===== config.mk =====
export PLATFORM = sky130hd
export DESIGN_NAME = axil_regfile_slave
export DESIGN_NICKNAME = d
export VERILOG_FILES = /design/src/rtl/axil_pkg.sv /design/src/rtl/axil_regfile_slave.sv
export SDC_FILE = /design/constraint.sdc
export NUM_CORES = 1
export LEC_CHECK = 0
export CAP_MARGIN = 20
export CORE_AREA = 2 2 254 256
export CTS_CLUSTER_DIAMETER = 40
export DETAILED_ROUTE_END_ITERATION = 10
export DIE_AREA = 0 0 256 258
export PLACE_DENSITY = 0.69
export REMOVE_ABC_BUFFERS = 1
export SLEW_MARGIN = 20
export SYNTH_ARGS = -nofsm -noshare
export SYNTH_HDL_FRONTEND = slang
export SYNTH_SLANG_ARGS = --single-unit

===== constraint.sdc =====
create_clock -name clk -period 3.1 [get_ports clk]
set_input_delay 0.93 -clock clk [delete_from_list [all_inputs] [get_ports clk]]
set_output_delay 0.93 -clock clk [all_outputs]
set_load 0.005 [all_outputs]

===== src/rtl/axil_pkg.sv =====
// rtl/axil_pkg.sv - shared AXI4-lite response encodings
package axil_pkg;

  localparam logic [1:0] AXI_RESP_OKAY   = 2'b00;
  localparam logic [1:0] AXI_RESP_SLVERR = 2'b10;
  localparam logic [1:0] AXI_RESP_DECERR = 2'b11;

endpackage


===== src/rtl/axil_regfile_slave.sv =====
// rtl/axil_regfile_slave.sv - AXI4-lite slave backed by a flat bank of read/write registers
module axil_regfile_slave
  import axil_pkg::*;
#(
  parameter int DATA_WIDTH = 32,
  parameter int ADDR_WIDTH = 16,
  parameter int STRB_WIDTH = DATA_WIDTH / 8,
  parameter int REG_COUNT  = 16
) (
  input  logic                             clk,
  input  logic                             rst,

  input  logic [ADDR_WIDTH-1:0]            s_axil_awaddr,
  input  logic [2:0]                       s_axil_awprot,
  input  logic                             s_axil_awvalid,
  output logic                             s_axil_awready,

  input  logic [DATA_WIDTH-1:0]            s_axil_wdata,
  input  logic [STRB_WIDTH-1:0]            s_axil_wstrb,
  input  logic                             s_axil_wvalid,
  output logic                             s_axil_wready,

  output logic [1:0]                       s_axil_bresp,
  output logic                             s_axil_bvalid,
  input  logic                             s_axil_bready,

  input  logic [ADDR_WIDTH-1:0]            s_axil_araddr,
  input  logic [2:0]                       s_axil_arprot,
  input  logic                             s_axil_arvalid,
  output logic                             s_axil_arready,

  output logic [DATA_WIDTH-1:0]            s_axil_rdata,
  output logic [1:0]                       s_axil_rresp,
  output logic                             s_axil_rvalid,
  input  logic                             s_axil_rready,

  output logic [REG_COUNT*DATA_WIDTH-1:0]  reg_q,
  output logic [REG_COUNT-1:0]             reg_wr
);

  localparam int ADDR_LSB = $clog2(STRB_WIDTH);
  localparam int IDX_W    = $clog2(REG_COUNT);
  localparam int TOP_LSB  = ADDR_LSB + IDX_W;

  // Out of range when the word index is past the bank or any address bit above it is set.
  function automatic logic addr_oor(input logic [ADDR_WIDTH-1:0] addr);
    logic [ADDR_WIDTH-1:0] hi;
    hi = addr >> TOP_LSB;
    return (hi != '0) || (int'(addr[ADDR_LSB +: IDX_W]) >= REG_COUNT);
  endfunction

  logic                            en_q;
  logic                            aw_full_q;
  logic [IDX_W-1:0]                aw_idx_q;
  logic                            aw_err_q;
  logic                            w_full_q;
  logic [DATA_WIDTH-1:0]           w_data_q;
  logic [STRB_WIDTH-1:0]           w_strb_q;
  logic                            bvalid_q;
  logic [1:0]                      bresp_q;
  logic                            rvalid_q;
  logic [DATA_WIDTH-1:0]           rdata_q;
  logic [1:0]                      rresp_q;
  logic [REG_COUNT*DATA_WIDTH-1:0] regs_q;
  logic [REG_COUNT-1:0]            reg_wr_q;

  logic aw_hs;
  logic w_hs;
  logic ar_hs;
  logic commit;
  logic unused_prot;

  assign s_axil_awready = en_q && !aw_full_q;
  assign s_axil_wready  = en_q && !w_full_q;
  assign s_axil_arready = en_q && (!rvalid_q || s_axil_rready);

  assign aw_hs = s_axil_awvalid && s_axil_awready;
  assign w_hs  = s_axil_wvalid  && s_axil_wready;
  assign ar_hs = s_axil_arvalid && s_axil_arready;

  // A held write commits once both halves are in and the B slot is free or draining.
  assign commit = aw_full_q && w_full_q && (!bvalid_q || s_axil_bready);

  assign s_axil_bvalid = bvalid_q;
  assign s_axil_bresp  = bresp_q;
  assign s_axil_rvalid = rvalid_q;
  assign s_axil_rdata  = rdata_q;
  assign s_axil_rresp  = rresp_q;
  assign reg_q         = regs_q;
  assign reg_wr        = reg_wr_q;

  assign unused_prot = ^{s_axil_awprot, s_axil_arprot};

  // Enable comes up one cycle after reset release so readies stay low that first cycle.
  always_ff @(posedge clk) begin
    if (rst) en_q <= 1'b0;
    else     en_q <= 1'b1;
  end

  // AW holding register: captured on handshake, emptied by commit.
  always_ff @(posedge clk) begin
    if (rst) begin
      aw_full_q <= 1'b0;
      aw_idx_q  <= '0;
      aw_err_q  <= 1'b0;
    end else if (aw_hs) begin
      aw_full_q <= 1'b1;
      aw_idx_q  <= s_axil_awaddr[ADDR_LSB +: IDX_W];
      aw_err_q  <= addr_oor(s_axil_awaddr);
    end else if (commit) begin
      aw_full_q <= 1'b0;
    end
  end

  // W holding register: captured on handshake, emptied by commit.
  always_ff @(posedge clk) begin
    if (rst) begin
      w_full_q <= 1'b0;
      w_data_q <= '0;
      w_strb_q <= '0;
    end else if (w_hs) begin
      w_full_q <= 1'b1;
      w_data_q <= s_axil_wdata;
      w_strb_q <= s_axil_wstrb;
    end else if (commit) begin
      w_full_q <= 1'b0;
    end
  end

  // B response: a commit always (re)loads it, otherwise it drops on bready.
  always_ff @(posedge clk) begin
    if (rst) begin
      bvalid_q <= 1'b0;
      bresp_q  <= AXI_RESP_OKAY;
    end else if (commit) begin
      bvalid_q <= 1'b1;
      bresp_q  <= aw_err_q ? AXI_RESP_SLVERR : AXI_RESP_OKAY;
    end else if (s_axil_bready) begin
      bvalid_q <= 1'b0;
    end
  end

  // Register bank update with byte strobes, plus the one-cycle write pulse.
  always_ff @(posedge clk) begin
    if (rst) begin
      regs_q   <= '0;
      reg_wr_q <= '0;
    end else begin
      reg_wr_q <= '0;
      if (commit && !aw_err_q) begin
        reg_wr_q[aw_idx_q] <= 1'b1;
        for (int k = 0; k < STRB_WIDTH; k++) begin
          if (w_strb_q[k]) begin
            regs_q[int'(aw_idx_q)*DATA_WIDTH + k*8 +: 8] <= w_data_q[k*8 +: 8];
          end
        end
      end
    end
  end

  // R response: loaded on AR handshake from the pre-edge bank contents, held until rready.
  always_ff @(posedge clk) begin
    if (rst) begin
      rvalid_q <= 1'b0;
      rdata_q  <= '0;
      rresp_q  <= AXI_RESP_OKAY;
    end else if (ar_hs) begin
      rvalid_q <= 1'b1;
      if (addr_oor(s_axil_araddr)) begin
        rdata_q <= '0;
        rresp_q <= AXI_RESP_SLVERR;
      end else begin
        rdata_q <= regs_q[int'(s_axil_araddr[ADDR_LSB +: IDX_W])*DATA_WIDTH +: DATA_WIDTH];
        rresp_q <= AXI_RESP_OKAY;
      end
    end else if (s_axil_rready) begin
      rvalid_q <= 1'b0;
    end
  end

endmodule


==> summary.md <==
| Metric | Value |
|---|---|
| Post-Route WL | 107 mm |
| P_leak | between 10 and 15 nW |
| Root Buffer | clkbuf_16 |
| Sequential-to-total area share from yosys stat | between 40% and 50% |
| Fillers | 5170 |
| Die H | ~260 um |
| Critical Path AT | around 2000 ps |
| Gr usage total | between 30% and 40% |
| Final instance area | about 38000 um2 |
| Die Width | roughly 260 um |
| Post-synth EDFFs | 0 |
| Hold path cells | 2 |
| Vias | 24700 |
| Largest net degree at the start of global routing | about 130 |
| Maximum vdd drop | 0.398 mV |
| Routability cong. | roughly 0.9 |
| Post-CTS Setup Inserts | 0 |
| DP Worst Slack | -19.6 ps |
| Vias in the first global route | 24000 |
| Reg2Reg Setup Slack | around 480 ps |
| CP Data Required Time | 2170 ps |
| Synthesis-stage register bit count | 608 |
| Wire length per cell | around 25 um |
| Power Dens Cells | around 520 nW/um2 |
| Clk buf depth | 3 |
| Internal Power | around 15 mW |
| Slew @ Worst Pin | about 750 ps |
| Fraction of layout cells with a size suffix above 1 | 15.3% |
| Status | complete, no violations |
| Fmax | roughly 0.34 GHz |
| Initial drt markers | 2137 |
| Yosys cell types | 46 |
| Post-synth ARST share | 0% |
| Crit Path Class | reg -> out |
| Avg Vias per Cell | 5.72 |
| Cell row count | 93 |
| Antenna viol nets, final | 0 |
| Max Cap Viol | 0 |
| Die area | ~66000 um2 |
| CTS Buf Count | 90 |
| Total gr overflow | 0 |
| Combinational share of power | roughly 4.2% |
| Hold WC Path Type | reg -> reg |
| CTS tree | built |
| Port bufs | approximately 640 |
| Synth Cell Area | between 20000 and 30000 um2 |
| I/O Pins | between 600 and 700 |
| Placed inst area | 34600 um2 |
| Num Clock Sinks | between 600 and 700 |
| Share of the synthesized area in the top cell type | 46.3% |
| First drt pass iteration count | 6 |
| Synthesized area per cell | 9.67 um2 |
| H-tree depth | 3 |
| Initial core utilization | 41.3% |
| Synth area leader | dfxtp_1 |
| Crit. End Element | output pin |
| Most common cell in the synthesized netlist | dfxtp_1 |
| Min Clock Period, post-route | approximately 3000 ps |
| Max-slew headroom | approximately half |
| Top post-synthesis cells by count | 608 x dfxtp_1, 351 x nor2_1, 321 x nand2_1, 320 x mux2i_1, 199 x a21oi_1 |
| Primary FF master, synth | dfxtp_1 |
| First-pass GRT wire length | approximately 160 mm |
| Post-DP HPWL | approximately 76 mm |
| Slew Viols, Final | 0 |
| Number of antenna violations at the first check in global routing | 5 |
| Clock share of power | 55.3% |
| Total power | between 15 and 20 mW |
| Sw frac | a little under a quarter |
| Worst R2R Path Depth | 8 |
| Cells after Synth | 2719 |
| Clk_lat worst skew | ~640 ps |
| Unrepaired setup endpoints after global routing | no |
| Reg clk slew, reported paths | about 50 ps |
| Flop pwr share | roughly 40% |
| # setup viols final | 0 |
| Synthesis-to-layout area growth | 44.0% |
| Final worst slack | approximately 140 ps |
| CP startpoint kind | register |
| Crit Path Max Fanout | 10 |
| Ratio of final minimum period to clock period | about 95% |
| Hold_buf cts | 0 |
| Core area | around 64000 um2 |
| Net switching power | between 4 and 5 mW |
| Area contributors post-synth | dfxtp_1 46%, mux2i_1 12%, mux4_2 11% |
| YS warnings | 0 |
| Final hold violation count | 0 |
| DRC viols | 0 |
| Count of nets after finishing | 3471 |
| Final Skew | between 20 and 30 ps |
[placed cells by master, fill, tap and decap left out, drive strengths merged, types with 22 or more instances in the layout]
| cell | synthesis | routed |
|---|---|---|
| clkdlybuf4s50 | 0 | 632 |
| dfxtp | 608 | 608 |
| nor2 | 380 | 380 |
| nand2 | 321 | 321 |
| mux2i | 320 | 320 |
| a21oi | 199 | 199 |
| o21ai | 175 | 175 |
| buf | 45 | 143 |
| mux4 | 128 | 128 |
| nand3 | 117 | 117 |
| clkbuf | 161 | 107 |
| and3 | 81 | 81 |
| mux2 | 32 | 32 |
| a22oi | 31 | 31 |
| inv | 8 | 24 |
| clkinv | 0 | 23 |
| nand4 | 22 | 22 |
[cell type report]
cell class	instances	area, um2	share of cell area [%]
flip-flops and latches	608	12200	32.1
diodes	3	7.51	0.0198
clock inverters	61	796	2.10
inverters	8	30.0	0.0793
well taps	855	1070	2.82
multi-input cells	1898	13300	35.2
clock buffers	107	2440	6.44
repair buffers	776	8040	21.2
[metrics by stage]
stage | util (%) | setup TNS (ps) | std cells | hold slack (ps)
after detailed placement | 54.4 | -19.6 | 4145 | 450
final | 59.5 | 0 | 4316 | 461
after global routing | 59.5 | 0 | 4316 | 482
after CTS | 59.5 | 0 | 4313 | 461
after global placement | 54.4 | 0 | 4145 | 446
after floorplan | - | -255570 | 2514 | 426
[final timing paths]
check | start | to
max | aw_full_q | s_axil_awready
min | s_axil_rdata[30] | s_axil_rdata[30]
max reg2reg | aw_idx_q[0] | reg_q[2]
min reg2reg | s_axil_rdata[30] | s_axil_rdata[30]
[flip-flops by register name, summed over array words and instances (netlist names)]
| name | cells |
|---|---|
| aw_idx_q | 4 |
| w_strb_q | 4 |
| reg_wr | 16 |
| s_axil_rdata | 32 |
| aw_err_q | 1 |
| s_axil_bvalid | 1 |
| s_axil_rresp | 1 |
| aw_full_q | 1 |
| s_axil_rvalid | 1 |
| w_full_q | 1 |
| reg_q | 512 |
| en_q | 1 |
| s_axil_bresp | 1 |
| w_data_q | 32 |
[cells by family after synthesis]
kind of cell / Yosys count / share of synthesized area [%]
compound gates: 425 / 8.66
xor+xnor: 1 / 0.0333
fa+ha+maj: 8 / 0.381
buf+inv: 214 / 3.28
flops: 608 / 46.3
mux: 480 / 24.5
other cells: 1 / 0.0143
simple gates: 982 / 16.8
[critical path: stages, from the launching register on]
cell	delay, ps
dfxtp_1	410
nor2b_1	370
clkdlybuf4s50_1	620
[power groups by stage]
stage	registers, mW	clock network (mW)	logic (mW)
after global placement	8.08	0	0.798
after CTS	7.91	10.9	0.814
after global routing	7.92	11.3	0.866
after floorplan	8.06	0	0.258
final	7.92	10.8	0.820
after detailed placement	8.08	0	0.811
[per-layer routing]
metal | vias up | GRT usage (%) | wire length [um]
li1 | 11000 | - | -
met1 | 12100 | 39.5 | 42700
met2 | 1317 | 52.0 | 51500
met3 | 273 | 5.27 | 8190
met4 | 4 | 15.2 | 4980
met5 | - | 0 | 27
[what timing repair did]
item | 4_1_cts | 5_1_grt
setup endpoints to repair | 1 | 1
pin swaps | 0 | 0
resized for setup | 1 | 1
(Power assumes the default switching activity.)
